==> src/rtl/project_switch_ctrl.sv <==
// project_switch_ctrl
// Sequences the shared user-IO mux between hosted projects. A select request
// floats the pads, holds the outgoing project in reset, moves the mux, holds
// the incoming project in reset and finally releases it and re-enables pads.
module project_switch_ctrl #(
    parameter int NUM_PROJECTS = 8,
    parameter int SEL_W        = 3,
    parameter int DRAIN_CYCLES = 4,
    parameter int HOLD_CYCLES  = 16
) (
    input  logic                    clk,
    input  logic                    reset_n,
    input  logic                    req_valid,
    input  logic [SEL_W-1:0]        req_sel,
    input  logic                    req_restart,
    output logic                    req_ready,
    output logic [SEL_W-1:0]        active_sel,
    output logic [NUM_PROJECTS-1:0] proj_active,
    output logic [NUM_PROJECTS-1:0] proj_reset_n,
    output logic                    io_oeb_force,
    output logic                    busy,
    output logic                    err_invalid
);

    localparam int MAX_CYC = (DRAIN_CYCLES > HOLD_CYCLES) ? DRAIN_CYCLES : HOLD_CYCLES;
    localparam int CNT_W   = ($clog2(MAX_CYC) < 1) ? 1 : $clog2(MAX_CYC);

    localparam logic [CNT_W-1:0] DRAIN_LOAD = CNT_W'(DRAIN_CYCLES - 1);
    localparam logic [CNT_W-1:0] HOLD_LOAD  = CNT_W'(HOLD_CYCLES - 1);
    localparam logic [CNT_W-1:0] CNT_ZERO   = {CNT_W{1'b0}};
    localparam logic [CNT_W-1:0] CNT_ONE    = CNT_W'(1);
    // One extra bit so the range check also works when 2**SEL_W == NUM_PROJECTS.
    localparam logic [SEL_W:0]   NUM_P      = (SEL_W + 1)'(NUM_PROJECTS);

    typedef enum logic [1:0] {
        ST_IDLE  = 2'd0,
        ST_DRAIN = 2'd1,
        ST_HOLD  = 2'd2
    } state_t;

    // Decode a project index into a one-hot mux/reset vector.
    function automatic logic [NUM_PROJECTS-1:0] onehot(input logic [SEL_W-1:0] sel);
        logic [NUM_PROJECTS-1:0] v;
        for (int i = 0; i < NUM_PROJECTS; i++) begin
            v[i] = (sel == SEL_W'(i));
        end
        return v;
    endfunction

    state_t                  state_r,        state_s;
    logic [CNT_W-1:0]        cnt_r,          cnt_s;
    logic [SEL_W-1:0]        active_sel_r,   active_sel_s;
    logic [SEL_W-1:0]        new_sel_r,      new_sel_s;
    logic [NUM_PROJECTS-1:0] proj_active_r,  proj_active_s;
    logic [NUM_PROJECTS-1:0] proj_reset_n_r, proj_reset_n_s;
    logic                    io_oeb_force_r, io_oeb_force_s;
    logic                    err_invalid_r,  err_invalid_s;
    logic                    transfer_s;
    logic                    sel_invalid_s;

    // Handshake and request classification decoded from current state.
    always_comb begin
        req_ready     = (state_r == ST_IDLE);
        busy          = ~req_ready;
        transfer_s    = req_valid & req_ready;
        sel_invalid_s = ({1'b0, req_sel} >= NUM_P);
    end

    // Next-state and next-output logic for the switch sequencer.
    always_comb begin
        state_s        = state_r;
        cnt_s          = cnt_r;
        active_sel_s   = active_sel_r;
        new_sel_s      = new_sel_r;
        proj_active_s  = proj_active_r;
        proj_reset_n_s = proj_reset_n_r;
        io_oeb_force_s = io_oeb_force_r;
        err_invalid_s  = 1'b0;

        case (state_r)
            ST_IDLE: begin
                if (!transfer_s) begin
                    state_s = ST_IDLE;
                end else if (sel_invalid_s) begin
                    // Out-of-range select: report it, leave everything else alone.
                    err_invalid_s = 1'b1;
                end else if ((req_sel == active_sel_r) && !req_restart) begin
                    // Already selected and no restart asked for: nothing to do.
                    state_s = ST_IDLE;
                end else begin
                    new_sel_s      = req_sel;
                    state_s        = ST_DRAIN;
                    cnt_s          = DRAIN_LOAD;
                    io_oeb_force_s = 1'b1;
                    proj_active_s  = {NUM_PROJECTS{1'b0}};
                    proj_reset_n_s = proj_reset_n_r & ~onehot(active_sel_r);
                end
            end

            ST_DRAIN: begin
                if (cnt_r != CNT_ZERO) begin
                    cnt_s = cnt_r - CNT_ONE;
                end else begin
                    // Old project is quiet: hand the mux to the new one, still in reset.
                    active_sel_s   = new_sel_r;
                    proj_active_s  = onehot(new_sel_r);
                    proj_reset_n_s = proj_reset_n_r & ~onehot(new_sel_r);
                    state_s        = ST_HOLD;
                    cnt_s          = HOLD_LOAD;
                end
            end

            ST_HOLD: begin
                if (cnt_r != CNT_ZERO) begin
                    cnt_s = cnt_r - CNT_ONE;
                end else begin
                    proj_reset_n_s = onehot(active_sel_r);
                    io_oeb_force_s = 1'b0;
                    state_s        = ST_IDLE;
                end
            end

            default: begin
                // Unreachable encoding: fall back to a safe reset-like hold.
                state_s        = ST_HOLD;
                cnt_s          = HOLD_LOAD;
                proj_active_s  = onehot(active_sel_r);
                proj_reset_n_s = {NUM_PROJECTS{1'b0}};
                io_oeb_force_s = 1'b1;
            end
        endcase
    end

    // State and output registers; reset boots project 0 through the HOLD path.
    always_ff @(posedge clk or negedge reset_n) begin
        if (!reset_n) begin
            state_r        <= ST_HOLD;
            cnt_r          <= HOLD_LOAD;
            active_sel_r   <= {SEL_W{1'b0}};
            new_sel_r      <= {SEL_W{1'b0}};
            proj_active_r  <= onehot({SEL_W{1'b0}});
            proj_reset_n_r <= {NUM_PROJECTS{1'b0}};
            io_oeb_force_r <= 1'b1;
            err_invalid_r  <= 1'b0;
        end else begin
            state_r        <= state_s;
            cnt_r          <= cnt_s;
            active_sel_r   <= active_sel_s;
            new_sel_r      <= new_sel_s;
            proj_active_r  <= proj_active_s;
            proj_reset_n_r <= proj_reset_n_s;
            io_oeb_force_r <= io_oeb_force_s;
            err_invalid_r  <= err_invalid_s;
        end
    end

    // Drive ports straight from the registers.
    always_comb begin
        active_sel   = active_sel_r;
        proj_active  = proj_active_r;
        proj_reset_n = proj_reset_n_r;
        io_oeb_force = io_oeb_force_r;
        err_invalid  = err_invalid_r;
    end

endmodule

==> config.mk <==
export PLATFORM = sky130hd
export DESIGN_NAME = project_switch_ctrl
export DESIGN_NICKNAME = d
export VERILOG_FILES = /design/src/rtl/project_switch_ctrl.sv
export SDC_FILE = /design/constraint.sdc
export NUM_CORES = 1
export LEC_CHECK = 0
export CAP_MARGIN = 20
export CORE_MARGIN = 5
export CORE_UTILIZATION = 35
export DETAILED_ROUTE_END_ITERATION = 7
export GPL_TIMING_DRIVEN = 0
export SLEW_MARGIN = 20
export SYNTH_ARGS = -nofsm -noshare
export SYNTH_HDL_FRONTEND = slang
export SYNTH_SLANG_ARGS = --single-unit
export TNS_END_PERCENT = 20
==> constraint.sdc <==
create_clock -name clk -period 2.98 [get_ports clk]
set_input_delay 0.447 -clock clk [delete_from_list [all_inputs] [get_ports clk]]
set_output_delay 0.447 -clock clk [all_outputs]
set_load 0.03 [all_outputs]
After elaboration in Yosys (flattened, before gate mapping)
Cells that the tools add are included.

word-level totals
  logic and storage cells = 76
  output and inout port bits = 23
  register bits after elaboration = 29

operators by class
  bitwise gates (word level) = 10
  equality and inequality tests = 22
  reduce and logical (&&, ||, !) cells = 13
  mux-type cells = 23
  add/sub/neg operators = 1

operators with widths
  operator                                          count
  two-way mux 8 bit                                 7
  one-hot mux 8 bit (3 select lines)                2
  == test 3 bit, second input constant              8
  bitwise AND 8 bit                                 2
  two-way mux 4 bit                                 4
  inverter 8 bit                                    2
  == test 3 x 2 -> 1 bit, second input constant     4
  one-hot mux 4 bit (3 select lines)                1
  AND reduction 4 bit                               3
  != test 2 bit, second input constant              4
  == test 3 x 1 -> 1 bit, second input constant     2
  zero test 3 bit                                   2
  one-hot mux 2 bit (3 select lines)                1
  AND reduction 3 bit                               2
  two-way mux 1 bit                                 5
  inverter 1 bit                                    5
  two-way mux 2 bit                                 2
  AND reduction 2 bit                               2
  nonzero test 4 bit                                1
  subtractor 4 x 1 -> 4 bit, second input constant  1
  == test 3 bit                                     1
  one-hot mux 1 bit (3 select lines)                1
  == test 2 x 1 -> 1 bit, second input constant     1
  == test 2 bit, second input constant              1
  other kinds (5)                                   5

Logic depth before layout (Yosys ltp)
  depth in word-level cells = 6
  depth in mapped cells = 7
  depth with buffers taken out = 6

Worst setup path after synthesis
OpenSTA, ideal clock, no wires.

  path kind = register -> register
  start point = register active_sel_r[2] (netlist: active_sel[2])
  end point = register new_sel_r[1]
  slack = 1.069 ns
  clock period less this slack = 1.911 ns
  library setup time = 0.128 ns
  cell stages (with the launch flop) = 6
  arrival time = 1.783 ns
  cells stage by stage = dfrtp_1 > buf_6 > xor2_2 > o41a_1 > nand2_2 > mux2_1

between the ends
  word-level cells in the longest chain between the ends = 4

ends and longest elaborated chain
  element                               RTL line  RTL
  start: declaration                    52        logic [SEL_W-1:0] active_sel_r, active_sel_s;
  start signal: assignment              139       active_sel_r <= {SEL_W{1'b0}};
  start signal: assignment              148       active_sel_r <= active_sel_s;
  == test 3 bit                         87        end else if ((req_sel == active_sel_r) && !req_restart) begin
  logical AND 1 bit                     87
  inverter 1 bit (no source line)       --
  AND reduction 3 bit (no source line)  --
  end signal: assignment                140       new_sel_r <= {SEL_W{1'b0}};
  end signal: assignment                149       new_sel_r <= new_sel_s;
  end: declaration                      53        logic [SEL_W-1:0] new_sel_r, new_sel_s;

Every way passes these cells.
A chain may end at the register's enable or synchronous reset.

Final worst setup path
  start point = register state_r[1]
  end point = output port req_ready

between the ends
  word-level cells in the longest chain between the ends = 1

ends and longest elaborated chain
  element                   RTL line  RTL
  start: declaration        50        state_t state_r, state_s;
  start signal: assignment  146       state_r <= state_s;
  zero test 2 bit           63        req_ready = (state_r == ST_IDLE);
  end: declaration          16        output logic req_ready,

Every way passes these cells.

==> flow_summary.ini <==
[run_status]
run_status = completed

[clock_network]
bufs_on_longest_clock_path = 2
cts-htree-levels = 2
clock_pin_slew_of_the_registers_on_the_worst_case_setup_and_hold_paths_ps = 60
root_buffer = sky130_fd_sc_hd__clkbuf_8
cts_resized = 0
number_of_setup_buffers_added_after_cts = 0
postCtsHoldBufs = 0
clkSinkCount = 29
cts_tree = built
clock_latency_ps = 280
clock_buffers_created_by_tritoncts = 5

[routing]
antenna_left = 0
detailedRoute.firstPassIterationCount = 4
drc_errors = 0
drt_iter0_drc = 137
wirelength_um = 4210
drt-wirelength-per-cell_um = 16.0
route.vias.total = 1397
detail_routed_via_count_per_cell = 5.31

[global_route]
grt_usage_pct = 14.4
grt_pass1_vias = 1449
grt_first_pass_wirelength_um = 7090
use_met3_pct = 4.15
grt_overflow_total = 0
grt_antenna_before_repair = 0
grt.met2_usage_pct = 23.8
use_met1_pct = 17.8
globalRoute.busiestLayer = met2
grt_max_degree = 30

[final_layout]
layout.nets = 203
final_cells = 263
drive_gt1_share_pct = 23.0
number_of_antenna_cells_inserted = 0
area.growth.synth_to_final_pct = 25.4

[floorplanning]
die-area_um2 = 6450
floorplan.die.height_um = 80.3
row_count = 25
io_pins = 30
die_width_um = 80.3
core_footprint_um2 = 4750
initial_core_util_pct = 36.4

[flow_run]
cap_viol_max_count = 0

[yosys]
synthesized_area_um2 = 1730
yosysUniqueCellTypes = 55
synth_seq_area_share_pct = 42.4
yosysWarnings = 0
postSynthNetCount = 168
synth_flop_cell = sky130_fd_sc_hd__dfrtp_1
synth.ff_latch_count = 29
postSynth.asyncResetShare_pct = 100
post_synthesis_average_cell_area_um2 = 10.8
synth_edf_count = 0
syn-instance-count = 160

[timing]
clock.fmax_ghz = 0.385
timing.setup.tns_ps = 0
tightest_slew_ps = 664
fin_crit_ps = 2600
setup_repair_after_global_routing_missed_its_margin = false
layout_worst_path_cycle_share_pct = 87.3
setup_ws_ps = 380
finalMaxSlewViolations = 0
worst_hold_slack_ps = 196
worst_slew_margin_rel_pct = 55.7
hold_violations = 0
timing.clock.skew_ps = 4.63
final_setup_violation_count = 0

[placed_design]
place_worst_setup_slack_ps = 680
post-place-cells = 255
globalplace.congestion = 0.839
place.detailed.hpwl_um = 3120
numPortBuffers = 28

[power]
netSwitchingPower_uw = 1120
power.share.switching_pct = 44.2
combPwrFrac_pct = 59.0
power.sequential.fraction_pct = 28.8
total_leakage_power_uw = 0.000899
power-per-cell-area_nw_per_um2 = 1160
clock_power_share_pct = 12.2
cellInternalPower_uw = 1410
irDropWorstVdd_v = 0.000630

[setup_path]
critical_path_peak_fanout = 10
kind_of_start_point_of_the_critical_path = flip-flop
cp.arrival_ps = 2150
required_ps = 2530
end_kind = output pin
criticalPathCategory = flip-flop to output pin

[worst_hold_path]
hp-class = input port to async pin
==> cell usage after synthesis (all sizes together) (2+ instances only) <==
| cell type | number | area, um2 |
|---|---|---|
| nor4 | 2 | 12.5 |
| buf | 9 | 51.3 |
| nand3 | 2 | 10.0 |
| o311ai | 2 | 17.5 |
| clkbuf | 2 | 7.51 |
| a221o | 5 | 50.1 |
| nand2 | 12 | 47.6 |
| dfrtp | 22 | 551 |
| nor3 | 4 | 20.0 |
| o21ai | 9 | 71.3 |
| nor4bb | 2 | 20.0 |
| or3 | 2 | 12.5 |
| o311a | 2 | 20.0 |
| o211a | 2 | 20.0 |
| nand3b | 2 | 15.0 |
| or2 | 3 | 18.8 |
| o211ai | 2 | 15.0 |
| nand2b | 5 | 31.3 |
| or3b | 2 | 17.5 |
| nor2b | 3 | 18.8 |
| nor3b | 2 | 15.0 |
| mux2 | 14 | 188 |
| and2 | 2 | 12.5 |
| nor2 | 10 | 37.5 |
| a21oi | 3 | 15.0 |
| o221ai | 2 | 17.5 |
| a31o | 3 | 26.3 |
| a211o | 2 | 17.5 |
| dfstp | 7 | 184 |
| inv | 4 | 15.0 |
| xor2 | 3 | 41.3 |
==> cell type report <==
cell class,instances,area [um2]
plain buffers,11,58.8
inverters,5,18.8
well taps,67,83.8
multi-input cells,115,920
fillers,458,2580
clock buffers,8,80.1
flip-flops and latches,29,734
repair buffers,28,275
==> per-layer routing <==
metal,wire length [um],vias to the layer above
met4,63,0
li1,-,668
met2,2020,36
met5,0,-
met1,1910,686
met3,215,7
==> final timing paths <==
| kind | startpoint | to | slack [ps] | cells past startpoint |
|---|---|---|---|---|
| setup / recovery | state_r[1] | req_ready | 380 | 5 |
| hold / removal | reset_n | state_r[0] | 200 | 1 |
| setup reg to reg | cnt_r[0] | cnt_r[3] | 890 | 7 |
| hold reg to reg | io_oeb_force | io_oeb_force | 500 | 2 |
| max in group asynchronous | reset_n | active_sel[0] | 2350 | 1 |
| min in group clk | io_oeb_force | io_oeb_force | 500 | 2 |
==> placed cells by master (no fill, tap or decap), types with 4 or more instances in the layout <==
master                            instances
sky130_fd_sc_hd__nor3_1                   4
sky130_fd_sc_hd__clkdlybuf4s50_1         27
sky130_fd_sc_hd__buf_2                    6
sky130_fd_sc_hd__clkbuf_8                 5
sky130_fd_sc_hd__dfstp_2                  7
sky130_fd_sc_hd__dfrtp_1                 22
sky130_fd_sc_hd__nand2b_1                 5
sky130_fd_sc_hd__nand2_1                 11
sky130_fd_sc_hd__o21ai_0                  5
sky130_fd_sc_hd__inv_1                    4
sky130_fd_sc_hd__nor2_1                  10
sky130_fd_sc_hd__a221o_1                  5
sky130_fd_sc_hd__mux2_4                   8
sky130_fd_sc_hd__clkbuf_1                 5
==> critical path, cell delays in order (launching register included) <==
cell,delay [ps]
sky130_fd_sc_hd__dfstp_2,360
sky130_fd_sc_hd__buf_2,160
sky130_fd_sc_hd__or2_2,300
sky130_fd_sc_hd__buf_2,180
sky130_fd_sc_hd__inv_1,160
sky130_fd_sc_hd__clkdlybuf4s50_1,710
==> state kept, by name, indices dropped and copies added (netlist names) <==
register / flops
active_sel: 3
cnt_r: 4
io_oeb_force: 1
new_sel_r: 3
proj_active: 8
proj_reset_n: 8
state_r: 2
==> cells by family after synthesis <==
group	after synthesis	share of synthesized area [%]
DFF	29	42.4
and+or+nand+nor	56	18.1
adders and majority gates	1	0.722
buffers and inverters	16	4.48
xor gates and xnor gates	3	2.38
AOI/OAI and AO/OA	39	20.2
muxes	15	11.4
other	1	0.217
==> through the flow <==
step                      total power [uW]  utilization [%]  instance area (um2)
after floorplan                       1750                -                 1730
after global placement                2190             44.1                 2100
after detailed placement              2230             44.0                 2090
after CTS                             2550             45.7                 2170
after global routing                  2700             45.7                 2170
final                                 2530             45.7                 2170
==> power groups by stage <==
stage / combinational, uW / clock (uW) / sequential, uW
2_1_floorplan: 852 / 0 / 902
3_3_place_gp: 1470 / 0 / 722
3_5_place_dp: 1490 / 0 / 733
4_1_cts: 1500 / 324 / 726
5_1_grt: 1610 / 341 / 752
6_report: 1490 / 309 / 727
Power figures use the tool's default switching activity.
